### config.mk
export PLATFORM = sky130hd
export DESIGN_NAME = reg_share_arb_flat
export DESIGN_NICKNAME = d
export VERILOG_FILES = /design/src/rtl/reg_share_arb_pkg.sv /design/src/rtl/reg_share_arb_if.sv /design/src/rtl/reg_share_arb_rr_pick.sv /design/src/rtl/reg_share_arb.sv /design/src/flat_wrapper.sv
export SDC_FILE = /design/constraint.sdc
export NUM_CORES = 1
export LEC_CHECK = 0
export CORE_MARGIN = 1.5
export CORE_UTILIZATION = 50
export DETAILED_ROUTE_END_ITERATION = 12
export PLACE_DENSITY_LB_ADDON = 0.08
export SLEW_MARGIN = 20
export SYNTH_ARGS = -nofsm -noshare
export SYNTH_HDL_FRONTEND = slang
export SYNTH_SLANG_ARGS = --single-unit
### constraint.sdc
create_clock -name clk -period 4.83 [get_ports clk]
set_clock_uncertainty 0.05 [all_clocks]
set_input_delay 0.7245 -clock clk [delete_from_list [all_inputs] [get_ports clk]]
set_output_delay 0.7245 -clock clk [all_outputs]
set_load 0.02 [all_outputs]
### src/rtl/reg_share_arb_pkg.sv
// rtl/reg_share_arb_pkg.sv - shared types and round-robin selection for reg_share_arb
package reg_share_pkg;

   typedef enum logic [1:0] {
      IDLE   = 2'd0,
      WRITE  = 2'd1,
      DONE   = 2'd2,
      LOCKED = 2'd3
   } state_e;

   localparam int MAX_REQ = 8;

   // Returns {valid, index}: first set req at or after ptr, wrapping modulo n.
   function automatic logic [3:0] rr_select(input logic [MAX_REQ-1:0] req,
                                            input logic [2:0]         ptr,
                                            input int                 n);
      logic [3:0] res;
      int         idx;
      res = '0;
      for (int k = MAX_REQ - 1; k >= 0; k--) begin
         if (k < n) begin
            idx = int'(ptr) + k;
            if (idx >= n) idx = idx - n;
            if (req[idx]) res = {1'b1, idx[2:0]};
         end
      end
      return res;
   endfunction

endpackage

### src/rtl/reg_share_arb_if.sv
// rtl/reg_share_arb_if.sv - requester and register-bank signals of reg_share_arb
interface reg_share_arb_if #(
   parameter int N_REQ = 4,
   parameter int DW    = 8
);
   logic [N_REQ-1:0]    req;
   logic [N_REQ-1:0]    clr;
   logic [N_REQ-1:0]    lock;
   logic [N_REQ*DW-1:0] wdata;
   logic [N_REQ-1:0]    gnt;
   logic [N_REQ-1:0]    ack;
   logic                reg_en_n;
   logic                reg_clr_n;
   logic [DW-1:0]       reg_din;
   logic                busy;

   modport master (
      output req, clr, lock, wdata,
      input  gnt, ack, reg_en_n, reg_clr_n, reg_din, busy
   );

   modport slave (
      input  req, clr, lock, wdata,
      output gnt, ack, reg_en_n, reg_clr_n, reg_din, busy
   );
endinterface

### src/rtl/reg_share_arb_rr_pick.sv
// rtl/reg_share_arb_rr_pick.sv - combinational round-robin winner selection
module rr_pick
   import reg_share_pkg::*;
#(
   parameter  int N_REQ = 4,
   localparam int PTR_W = $clog2(N_REQ)
) (
   input  logic [N_REQ-1:0] req_i,
   input  logic [PTR_W-1:0] ptr_i,
   output logic             valid_o,
   output logic [PTR_W-1:0] win_o
);
   logic [MAX_REQ-1:0] req_ext;
   logic [2:0]         ptr_ext;
   logic [3:0]         sel;
   logic               unused_sel;

   always_comb begin
      req_ext              = '0;
      req_ext[N_REQ-1:0]   = req_i;
      ptr_ext              = '0;
      ptr_ext[PTR_W-1:0]   = ptr_i;
      sel                  = rr_select(req_ext, ptr_ext, N_REQ);
   end

   assign valid_o    = sel[3];
   assign win_o      = sel[PTR_W-1:0];
   assign unused_sel = ^sel[2:0];
endmodule

### src/rtl/reg_share_arb.sv
// rtl/reg_share_arb.sv - round-robin arbiter/sequencer sharing one register bank
module reg_share_arb
   import reg_share_pkg::*;
#(
   parameter  int N_REQ = 4,
   parameter  int DW    = 8,
   localparam int PTR_W = $clog2(N_REQ)
) (
   input logic            clk,
   input logic            rst_n,
   reg_share_arb_if.slave bus
);
   state_e           state_q;
   logic [PTR_W-1:0] ptr_q;
   logic [PTR_W-1:0] own_q;
   logic [PTR_W-1:0] ptr_d;
   logic [PTR_W-1:0] pick_w;
   logic             pick_valid;
   logic [N_REQ-1:0] gnt_q;
   logic [N_REQ-1:0] ack_q;
   logic             reg_en_n_q;
   logic             reg_clr_n_q;
   logic [DW-1:0]    reg_din_q;
   logic             busy_q;

   rr_pick #(.N_REQ(N_REQ)) u_pick (
      .req_i   (bus.req),
      .ptr_i   (ptr_q),
      .valid_o (pick_valid),
      .win_o   (pick_w)
   );

   assign ptr_d = (own_q == PTR_W'(N_REQ - 1)) ? '0 : own_q + PTR_W'(1);

   always_ff @(posedge clk or negedge rst_n) begin
      if (!rst_n) begin
         state_q     <= IDLE;
         ptr_q       <= '0;
         own_q       <= '0;
         gnt_q       <= '0;
         ack_q       <= '0;
         reg_en_n_q  <= 1'b1;
         reg_clr_n_q <= 1'b1;
         reg_din_q   <= '0;
         busy_q      <= 1'b0;
      end else begin
         case (state_q)
            IDLE: begin
               if (pick_valid) begin
                  state_q     <= WRITE;
                  own_q       <= pick_w;
                  gnt_q       <= N_REQ'(1) << pick_w;
                  reg_en_n_q  <= 1'b0;
                  busy_q      <= 1'b1;
                  reg_clr_n_q <= !bus.clr[pick_w];
                  reg_din_q   <= bus.clr[pick_w] ? '0 : bus.wdata[pick_w*DW +: DW];
               end
            end
            // The bank captures on this edge; req dropping now does not matter.
            WRITE: begin
               state_q     <= DONE;
               reg_en_n_q  <= 1'b1;
               reg_clr_n_q <= 1'b1;
               ack_q       <= gnt_q;
            end
            DONE: begin
               ack_q <= '0;
               if (bus.lock[own_q]) begin
                  state_q <= LOCKED;
               end else begin
                  state_q <= IDLE;
                  ptr_q   <= ptr_d;
                  gnt_q   <= '0;
                  busy_q  <= 1'b0;
               end
            end
            LOCKED: begin
               // Releasing the lock wins over a pending request from the owner.
               if (!bus.lock[own_q]) begin
                  state_q <= IDLE;
                  ptr_q   <= ptr_d;
                  gnt_q   <= '0;
                  busy_q  <= 1'b0;
               end else if (bus.req[own_q]) begin
                  state_q     <= WRITE;
                  reg_en_n_q  <= 1'b0;
                  reg_clr_n_q <= !bus.clr[own_q];
                  reg_din_q   <= bus.clr[own_q] ? '0 : bus.wdata[own_q*DW +: DW];
               end
            end
            default: state_q <= IDLE;
         endcase
      end
   end

   assign bus.gnt       = gnt_q;
   assign bus.ack       = ack_q;
   assign bus.reg_en_n  = reg_en_n_q;
   assign bus.reg_clr_n = reg_clr_n_q;
   assign bus.reg_din   = reg_din_q;
   assign bus.busy      = busy_q;
endmodule

### src/flat_wrapper.sv
// flat-port wrapper written by rule: the top's interface ports become plain ports
module reg_share_arb_flat import reg_share_pkg::*;
#(
   parameter  int N_REQ = 4,
   parameter  int DW    = 8,
   localparam int PTR_W = $clog2(N_REQ)
)
  (clk, rst_n, bus_req, bus_clr, bus_lock, bus_wdata, bus_gnt, bus_ack, bus_reg_en_n, bus_reg_clr_n, bus_reg_din, bus_busy);
  reg_share_arb_if #(.N_REQ(N_REQ), .DW(DW)) bus_i ();
  input logic clk;
  input logic rst_n;
  input wire logic [$bits(bus_i.req)-1:0] bus_req;
  input wire logic [$bits(bus_i.clr)-1:0] bus_clr;
  input wire logic [$bits(bus_i.lock)-1:0] bus_lock;
  input wire logic [$bits(bus_i.wdata)-1:0] bus_wdata;
  output wire logic [$bits(bus_i.gnt)-1:0] bus_gnt;
  output wire logic [$bits(bus_i.ack)-1:0] bus_ack;
  output wire logic [$bits(bus_i.reg_en_n)-1:0] bus_reg_en_n;
  output wire logic [$bits(bus_i.reg_clr_n)-1:0] bus_reg_clr_n;
  output wire logic [$bits(bus_i.reg_din)-1:0] bus_reg_din;
  output wire logic [$bits(bus_i.busy)-1:0] bus_busy;
  assign bus_i.req = bus_req;
  assign bus_i.clr = bus_clr;
  assign bus_i.lock = bus_lock;
  assign bus_i.wdata = bus_wdata;
  assign bus_gnt = bus_i.gnt;
  assign bus_ack = bus_i.ack;
  assign bus_reg_en_n = bus_i.reg_en_n;
  assign bus_reg_clr_n = bus_i.reg_clr_n;
  assign bus_reg_din = bus_i.reg_din;
  assign bus_busy = bus_i.busy;
  reg_share_arb #(.N_REQ(N_REQ), .DW(DW)) u_core (.clk(clk), .rst_n(rst_n), .bus(bus_i));
endmodule
# Word level (Yosys, flattened, before mapping)
# Index checks and enable logic that the tools add are counted.
dict set report classes {
  n_eq_ne 9
  bitwise_logic 1
  n_reduce_logical 14
  n_lt_le_gt_ge 10
  n_mux 55
  shift 3
  addsub 8
}
# cell count
set ops {}
lappend ops {{$lt A32 B5 Y1 const B} 4}
lappend ops {{$mux W32} 4}
lappend ops {{$shiftx A32 B6 Y8} 2}
lappend ops {{$mux W8} 5}
lappend ops {{$ge A32 B4 Y1 const B} 1}
lappend ops {{$sub A32 B4 Y32 const B} 1}
lappend ops {{$mux W4} 6}
lappend ops {{$mux W1} 20}
lappend ops {{$pmux W4 S2} 2}
lappend ops {{$pmux W8 S2} 1}
lappend ops {{$bmux W1 S3} 4}
lappend ops {{$mux W2} 5}
lappend ops {{$bmux W1 S2} 4}
lappend ops {{$pmux W2 S4} 1}
lappend ops {{$reduce_and A4 Y1} 2}
lappend ops {{$sub A3 B3 Y4 const B} 2}
lappend ops {{$add A2 B2 Y3 const B} 2}
lappend ops {{$eq A2 B2 Y1 const B} 3}
lappend ops {{$ge A3 B3 Y1 const B} 2}
lappend ops {{$lt A2 B3 Y1 const B} 2}
lappend ops {{$pmux W1 S3} 2}
lappend ops {{$reduce_and A2 Y1} 3}
lappend ops {{$reduce_bool A2 Y1} 3}
lappend ops {{$ne A2 B1 Y1 const B} 2}
lappend ops {{other kinds (15)} 17}
dict set report totals {
  wordCells 109
  regBits 25
  output_inout_bits 19
  inputBits 46
}

# Logic depth before layout (Yosys ltp)
# Gate-level depths: netlist (run 1).
dict set report depth {
  depth_word 15
  depth_mapped 12
  mapped_depth_nobuf 9
}

# Cells and area by module
# From an unflattened synthesis (run 1), not the netlist that was laid out.
dict set report unflattened {
  hier_cells 184
  hier_area_um2 2037.0
}
# mod instances area_each_um2 cells_each seq_area_each_um2
set modules_own_cells {}
lappend modules_own_cells {reg_share_arb 1 1759.2 150 628.1}
lappend modules_own_cells {rr_pick 1 277.8 34 0.0}

# Least setup slack after synthesis (run 1)
# No wires, ideal clock.
dict set report synth_timing {
  path_type {register to register}
  startpoint {reg u_core.ptr_q[0]}
  endpoint {reg u_core.reg_din_q[1] (netlist: u_core.bus.reg_din[1])}
  required_ps 4650
  stages_incl_launch_ff 13
  period_less_slack_ps 2687
  n_path_buf 3
  setup_time_ps 130
  arrival_ps 2507
  path_slack_ps 2143
  cell_sequence {dfrtp_1 -> buf_6 -> inv_2 -> ha_1 -> buf_6 -> mux2_4 -> a31oi_1 -> a21oi_2 -> nand2_1 -> buf_2 -> mux4_2 -> o21ai_1 -> a31oi_1}
}
dict set report synth_between {
  elab_chain_cells 15
  elab_cells_between_ends 39
  classes_between {7 x add/sub; 4 x order compare; 1 x eq/ne; 1 x shift; 25 x mux; 1 x reduce/logical}
}
# item line
set synth_rtl {}
lappend synth_rtl {{start, declared} reg_share_arb.sv:14} ;# logic [PTR_W-1:0] ptr_q;
lappend synth_rtl {{start signal, assigned} reg_share_arb.sv:72} ;# ptr_q <= ptr_d;
lappend synth_rtl {{start signal, assigned} reg_share_arb.sv:81} ;# ptr_q <= ptr_d;
lappend synth_rtl {{$add A2 B2 Y3} reg_share_arb_pkg.sv:22} ;# idx = int'(ptr) + k;
lappend synth_rtl {{$sub A32 B4 Y32 or $ge A32 B4 Y1 (tied branches)} reg_share_arb_pkg.sv:23} ;# if (idx >= n) idx = idx - n;
lappend synth_rtl {{$mux W32} reg_share_arb_pkg.sv:23}
lappend synth_rtl {{$bmux W1 S3} reg_share_arb_pkg.sv:24} ;# if (req[idx]) res = {1'b1, idx[2:0]};
lappend synth_rtl {{$mux W1 (not written as such) (2 in a row)} reg_share_arb_pkg.sv:24}
lappend synth_rtl {{$mux W4 (3 in a row)} reg_share_arb_pkg.sv:24}
lappend synth_rtl {{$mux W4 (*)} reg_share_arb_pkg.sv:24}
lappend synth_rtl {{parallel branches: the longest is 5 deep, another holds $shiftx A32 B6 Y8} --}
lappend synth_rtl {{end signal, assigned} reg_share_arb.sv:56} ;# reg_din_q <= bus.clr[pick_w] ? '0 : bus.wdata[pick_w*DW +: DW];
lappend synth_rtl {{end signal, assigned} reg_share_arb.sv:88} ;# reg_din_q <= bus.clr[own_q] ? '0 : bus.wdata[own_q*DW +: DW];
lappend synth_rtl {{end, declared} reg_share_arb.sv:23} ;# logic [DW-1:0] reg_din_q;
# Mark *: on every way between the ends. The select of a mux whose other input is x is not followed.
# A chain may end at the register's enable or synchronous reset.

# Final worst setup path (run 1)
dict set report layout_timing {
  startpoint {reg u_core.ptr_q[0]}
  endpoint {reg u_core.reg_din_q[7] (netlist: u_core.bus.reg_din[7])}
}
# The elaborated chain is that of the path after synthesis.

==> results.json, run 1 <==
{
  "outcome": "finished clean",
  "yosys.area_share.xor_xnor": 0,
  "final.setup.tns_ps": 0,
  "setup_viol": 0,
  "via_per_inst": 5.73,
  "endpoint_kind": "register",
  "routabilityCongestion": 0.804,
  "synthMuxAreaShare": 0.260,
  "slowest_stage": "dfrtp_1",
  "ctsRootBufferMaster": "clkbuf_8",
  "post_cts_resized": 0,
  "insertedDiodeCount": 0,
  "cap_violations": 0,
  "critPathMaxStageDelay_ps": 590,
  "synthesis.nets": 249,
  "ys_ff_latch": 25,
  "overflow": 0,
  "core_area_sq_um": 3970,
  "syn_area_per_cell_sq_um": 10.4,
  "drtPass1Iterations": 4,
  "synth_flop_cell": "dfrtp_1",
  "grt_pass1_vias": 1636,
  "yosysWarnings": 0,
  "synth_seq_area_share": 0.306,
  "maxSlewViolCount": 0,
  "vdd_drop_max_mv": 0.425,
  "worstMarginPinSlew_ps": 931,
  "leakage_nw": 1.03,
  "crit_type": "reg -> reg",
  "synth-simple-area-share": 0.155,
  "cts_num_sinks": 25,
  "post-cts-setup-buffers": 0,
  "totalWireLength_mm": 4.55,
  "syn_inst": 197,
  "path_cells": "inv_2, ha_1, mux2_4, a31oi_1, a21oi_2, nand2_1, mux4_2, o21ai_1, a31oi_1",
  "grt_max_degree": 26,
  "clk_latency_ps": 270,
  "synth_top_family_by_area": "multiplexers",
  "hold_violations": 0,
  "synth_edf_count": 0,
  "cp_max_fo": 11,
  "crit_path_start_kind": "register",
  "antenna_found_initial": 0,
  "drive_gt1_frac": 0.161,
  "crit_top_cell": "a31oi_1",
  "portBuffers": 64,
  "route.detailed.drc": 0,
  "relSlewSlack": 0.376,
  "syn_to_final_growth_pct": 33.8,
  "wl_per_cell_microns": 14.9,
  "drt_iter0_markers": 132,
  "num_rows": 23,
  "final_cell_mix": "clkdlybuf4s50_1, dfrtp_1, nor2_1, mux4_2, o21ai_1",
  "synth.distinct_cells": 45,
  "clk_path_buf_depth": 2,
  "finalCritPeriodShare": 0.678,
  "cts_htree_levels": 1,
  "initial_utilization": 0.517,
  "fmax_mhz": 305,
  "grt_pass1_wl_mm": 7.78,
  "die_y_microns": 67.1,
  "cp.arrival_ps": 3330,
  "power_density_nw_per_um2": 667,
  "ios": 65,
  "dpl.hpwl_mm": 3.60,
  "ant_nets": 0,
  "cts_tree": "built",
  "final_common_cell": "clkdlybuf4s50_1",
  "nets": 308,
  "cts_hold_buf": 0,
  "holdWs_ps": 462,
  "period_needed_ps": 3280,
  "hp-class": "reg -> reg",
  "dieArea_sq_um": 4500,
  "synthAdderAreaFrac": 0.0366,
  "vias": 1748,
  "synth_compound_area_frac": 0.185,
  "clk_pin_slew_worst_paths_ps": 90,
  "worstPathRequired_ps": 4890,
  "async_flop_share": 1.00,
  "die_x_microns": 67.1,
  "rsz0062_at_grt": "no",
  "netlist_area_sq_um": 2050,
  "grt_usage": 0.229,
  "cts_buffers": 3
}
cell type report:
cell class	count	area, sq um
Fill cell	337	1220
Sequential cell	25	628
Clock inverter	1	7.51
Tap cell	50	62.6
Inverter	11	41.3
Timing Repair Buffer	66	656
Clock buffer	3	41.3
Multi-Input combinational cell	149	1310
flip-flops by register name, indices dropped and copies added (netlist names):
register,count
u_core.bus.gnt,4
u_core.bus.busy,1
u_core.bus.reg_clr_n,1
u_core.bus.reg_din,8
u_core.ptr_q,2
u_core.state_q,2
u_core.bus.ack,4
u_core.bus.reg_en_n,1
u_core.own_q,2
power breakdown:
| part | switching [mW] | internal (mW) | total (mW) |
|---|---|---|---|
| clock | 0.0701 | 0.0586 | 0.129 |
| sequential | 0.126 | 0.316 | 0.442 |
| combinational | 0.626 | 0.635 | 1.26 |
| total | 0.822 | 1.01 | 1.83 |
synthesized netlist by cell type, types with 2 or more instances:
master | n | share of area
a21boi_0 | 2 | 0.0073
a21oi_1 | 7 | 0.017
a221oi_1 | 2 | 0.0085
a31oi_1 | 9 | 0.027
buf_1 | 2 | 0.0037
buf_2 | 5 | 0.012
buf_6 | 3 | 0.016
dfrtp_1 | 23 | 0.28
dfstp_2 | 2 | 0.026
ha_1 | 6 | 0.037
inv_1 | 10 | 0.018
mux2_1 | 2 | 0.011
mux2_2 | 3 | 0.016
mux2_4 | 2 | 0.015
mux2i_1 | 2 | 0.0098
mux4_2 | 19 | 0.21
nand2_1 | 9 | 0.016
nand2b_1 | 14 | 0.043
nand3_1 | 2 | 0.0049
nand3b_1 | 5 | 0.018
nor2_1 | 19 | 0.035
nor3_1 | 3 | 0.0073
nor4_1 | 2 | 0.0061
o21ai_0 | 9 | 0.022
o21ai_1 | 15 | 0.037
worst paths after layout:
path                            depth (start not counted)                                 to  slack [ps]                        startpoint
worst max-delay path                                    9  u_core.bus.reg_din[7]$_DFFE_PN0P_        1550       u_core.ptr_q[0]$_DFFE_PN0P_
worst min-delay path                                    2   u_core.bus.reg_clr_n$_DFFE_PN1P_         460  u_core.bus.reg_clr_n$_DFFE_PN1P_
worst max register to register                          9  u_core.bus.reg_din[7]$_DFFE_PN0P_        1550       u_core.ptr_q[0]$_DFFE_PN0P_
worst min register to register                          2   u_core.bus.reg_clr_n$_DFFE_PN1P_         460  u_core.bus.reg_clr_n$_DFFE_PN1P_
max in group asynchronous                               2   u_core.bus.reg_clr_n$_DFFE_PN1P_        3680                             rst_n
min in group asynchronous                               2      u_core.bus.gnt[3]$_DFFE_PN0P_         760                             rst_n
per-stage QoR:
step	total power, mW	instances	instance area [sq um]	worst slack (ps)	util
after global routing	1.99	305	2750	1260	0.692
after CTS	1.85	305	2750	1520	0.692
final	1.83	305	2750	1550	0.692
after global placement	1.69	301	2700	1440	0.680
after floorplan	1.40	197	2050	2140	-
after detailed placement	1.72	301	2700	1380	0.680
worst max-delay path: cells and delay by family, from the launching register on:
family	cells	cell delay (ps)
multiplexers	2	900
flip-flops	1	590
adder cells (fa/ha/maj)	1	510
AO/OA/AOI/OAI	4	500
AND/OR/NAND/NOR	1	430
buffers and inverters	1	120
logic make-up (layout without fill, tap and decap cells):
group                      Yosys count  count (layout)
AOI/OAI and AO/OA                   56              56
adders and majority gates            6               6
buffers and inverters               23              81
and+or+nand+nor                     59              59
DFF                                 25              25
muxes                               28              28
per-layer routing:
metal	GRT usage	up-vias	share of wire
li1	-	863	-
met5	0	-	0
met4	0.0612	0	0.013
met2	0.400	47	0.53
met1	0.299	833	0.42
met3	0.0253	5	0.040
Power figures use the tool's default switching activity.
==> inputs of run 2 (changes only) <==
--- a/config.mk
+++ b/config.mk
@@ -6,7 +6,7 @@
 export NUM_CORES = 1
 export LEC_CHECK = 0
 export CORE_MARGIN = 1.5
-export CORE_UTILIZATION = 50
+export CORE_UTILIZATION = 42
 export DETAILED_ROUTE_END_ITERATION = 12
 export PLACE_DENSITY_LB_ADDON = 0.08
 export SLEW_MARGIN = 20
==> constraint.sdc (replaced) <==
create_clock -name clk -period 2.7 [get_ports clk]
set_clock_uncertainty 0.05 [all_clocks]
set_input_delay 0.405 -clock clk [delete_from_list [all_inputs] [get_ports clk]]
set_output_delay 0.405 -clock clk [all_outputs]
set_load 0.02 [all_outputs]
==> run 2 against run 1 <==
Compared with the run above:
- utilization is 6.0 points lower
- routed wire length up 14%
- sequential share of layout area decreased by 1.8 points
- die area rose by 18%
- count of clock-buffer cells in the layout is the same
- design area rose by 8.6%
- clock power increased by 85%
- register-to-register slack got worse by 1400 ps
- sequential power rose by 55%
- flip-flop and latch count unchanged
- hold slack got worse by 23 ps
- critical endpoint is now u_core.bus.reg_din[5]$_DFFE_PN0P_
- combinational power is 120% higher
- largest power group unchanged
==> results.json, run 2 (synthesis gave the netlist of run 1 again) <==
{
  "grt_pass1_vias": 1861,
  "rsz0062_at_grt": "no",
  "wl_per_cell_microns": 15.0,
  "cts_hold_buf": 0,
  "grt_max_degree": 26,
  "cp.arrival_ps": 2570,
  "drtPass1Iterations": 4,
  "insertedDiodeCount": 0,
  "multi_input_comb_area_sq_um": 1350,
  "post_cts_resized": 0,
  "outcome": "finished clean",
  "cts_htree_levels": 1,
  "critPathMaxStageDelay_ps": 490,
  "setup_viol": 0,
  "period_needed_ps": 2500,
  "core_area_sq_um": 4720,
  "endpoint_kind": "register",
  "crit_buf_inv": 1,
  "antenna_found_initial": 0,
  "grt_pass1_wl_mm": 8.46,
  "path_cells": "ha_4, buf_4, mux2i_1, nor4b_2, a21oi_2, and2_4, mux4_2, o21ai_1, a31oi_1",
  "routabilityCongestion": 0.802,
  "clk_path_buf_depth": 2,
  "nFillCells": 411,
  "crit_type": "reg -> reg",
  "route.detailed.drc": 0,
  "clk_latency_ps": 270,
  "relSlewSlack": 0.600,
  "die_y_microns": 72.9,
  "leakage_nw": 1.15,
  "fmax_mhz": 399,
  "cap_violations": 0,
  "cp.depth": 9,
  "drt_iter0_markers": 68,
  "nets": 331,
  "final_cell_mix": "clkdlybuf4s50_1, buf_4, dfrtp_1",
  "maxSlewViolCount": 0,
  "hold_violations": 0,
  "finalPower_mw": 3.66,
  "holdWs_ps": 439,
  "portBuffers": 64,
  "vias": 1860,
  "largest_reg_flops": 8,
  "ant_nets": 0,
  "cpLargestDelayFamily": "multiplexers",
  "clk_pin_slew_worst_paths_ps": 100,
  "grt_usage": 0.206,
  "syn_to_final_growth_pct": 45.3,
  "final_common_cell": "clkdlybuf4s50_1",
  "worstMarginPinSlew_ps": 594,
  "power_density_nw_per_um2": 1230,
  "cp_max_fo": 6,
  "initial_utilization": 0.435,
  "dpl.hpwl_mm": 4.04,
  "dieArea_sq_um": 5320,
  "cts_tree": "built",
  "ctsRootBufferMaster": "clkbuf_8",
  "vdd_drop_max_mv": 0.572,
  "totalWireLength_mm": 5.16,
  "ff2ff_path_depth": 9,
  "fin_util": 0.632,
  "via_per_inst": 5.39,
  "cts_num_sinks": 25,
  "worstPathRequired_ps": 2770,
  "hp-class": "in -> async",
  "ios": 65,
  "num_rows": 25,
  "crit_path_start_kind": "register",
  "cts_buffers": 3,
  "post-cts-setup-buffers": 0,
  "drive_gt1_frac": 0.241,
  "regArea_sq_um": 628,
  "slowest_stage": "mux4_2",
  "die_x_microns": 72.9,
  "overflow": 0,
  "finalCritPeriodShare": 0.927
}
## run 2: routing by layer
layer | routed length (microns) | up-vias | global-route usage
met1 | 2200 | 895 | 0.256
met2 | 2670 | 52 | 0.378
met5 | 0 | - | 0
met4 | 38 | 0 | 0.0440
li1 | - | 909 | -
met3 | 254 | 4 | 0.0290
## run 2: worst reg2reg max path, delay by kind of cell, from the launching register on
family / cells / cell delay [ps]
mux: 2 / 710
flops: 1 / 420
simple gates: 2 / 310
buf+inv: 1 / 140
compound gates: 3 / 400
fa+ha+maj: 1 / 320
## run 2: cell type report
cell class,instances,area share
clock buffers,3,0.0138
clock inverters,1,0.00252
flip-flops and latches,25,0.211
multi-input cells,149,0.452
inverters,11,0.0138
repair buffers,89,0.279
well taps,67,0.0281
## run 2: worst paths after layout
kind,start,end,slack [ps]
setup / recovery,u_core.ptr_q[1]$_DFFE_PN0P_,u_core.bus.reg_din[5]$_DFFE_PN0P_,200
hold / removal,rst_n,u_core.state_q[0]$_DFFE_PN0P_,440
setup reg to reg,u_core.ptr_q[1]$_DFFE_PN0P_,u_core.bus.reg_din[5]$_DFFE_PN0P_,200
hold reg to reg,u_core.bus.busy$_DFFE_PN0P_,u_core.bus.busy$_DFFE_PN0P_,460
max in group asynchronous,rst_n,u_core.bus.reg_clr_n$_DFFE_PN1P_,1870
min in group clk,u_core.bus.busy$_DFFE_PN0P_,u_core.bus.busy$_DFFE_PN0P_,460
## run 2: through the flow
step	worst slack, ps	instances	area [sq um]	TNS (ps)
final	196	345	2980	0
after global routing	74.6	345	2980	0
after CTS	0.432	345	2940	0
after detailed placement	-49.8	341	2890	-292
after global placement	2.74	341	2890	0
after floorplan	13.1	197	2050	0
## run 2: power breakdown
group	internal (mW)	total [mW]	switching, mW
sequential	0.567	0.685	0.118
clock	0.105	0.239	0.134
combinational	1.40	2.73	1.34
total	2.07	3.66	1.59
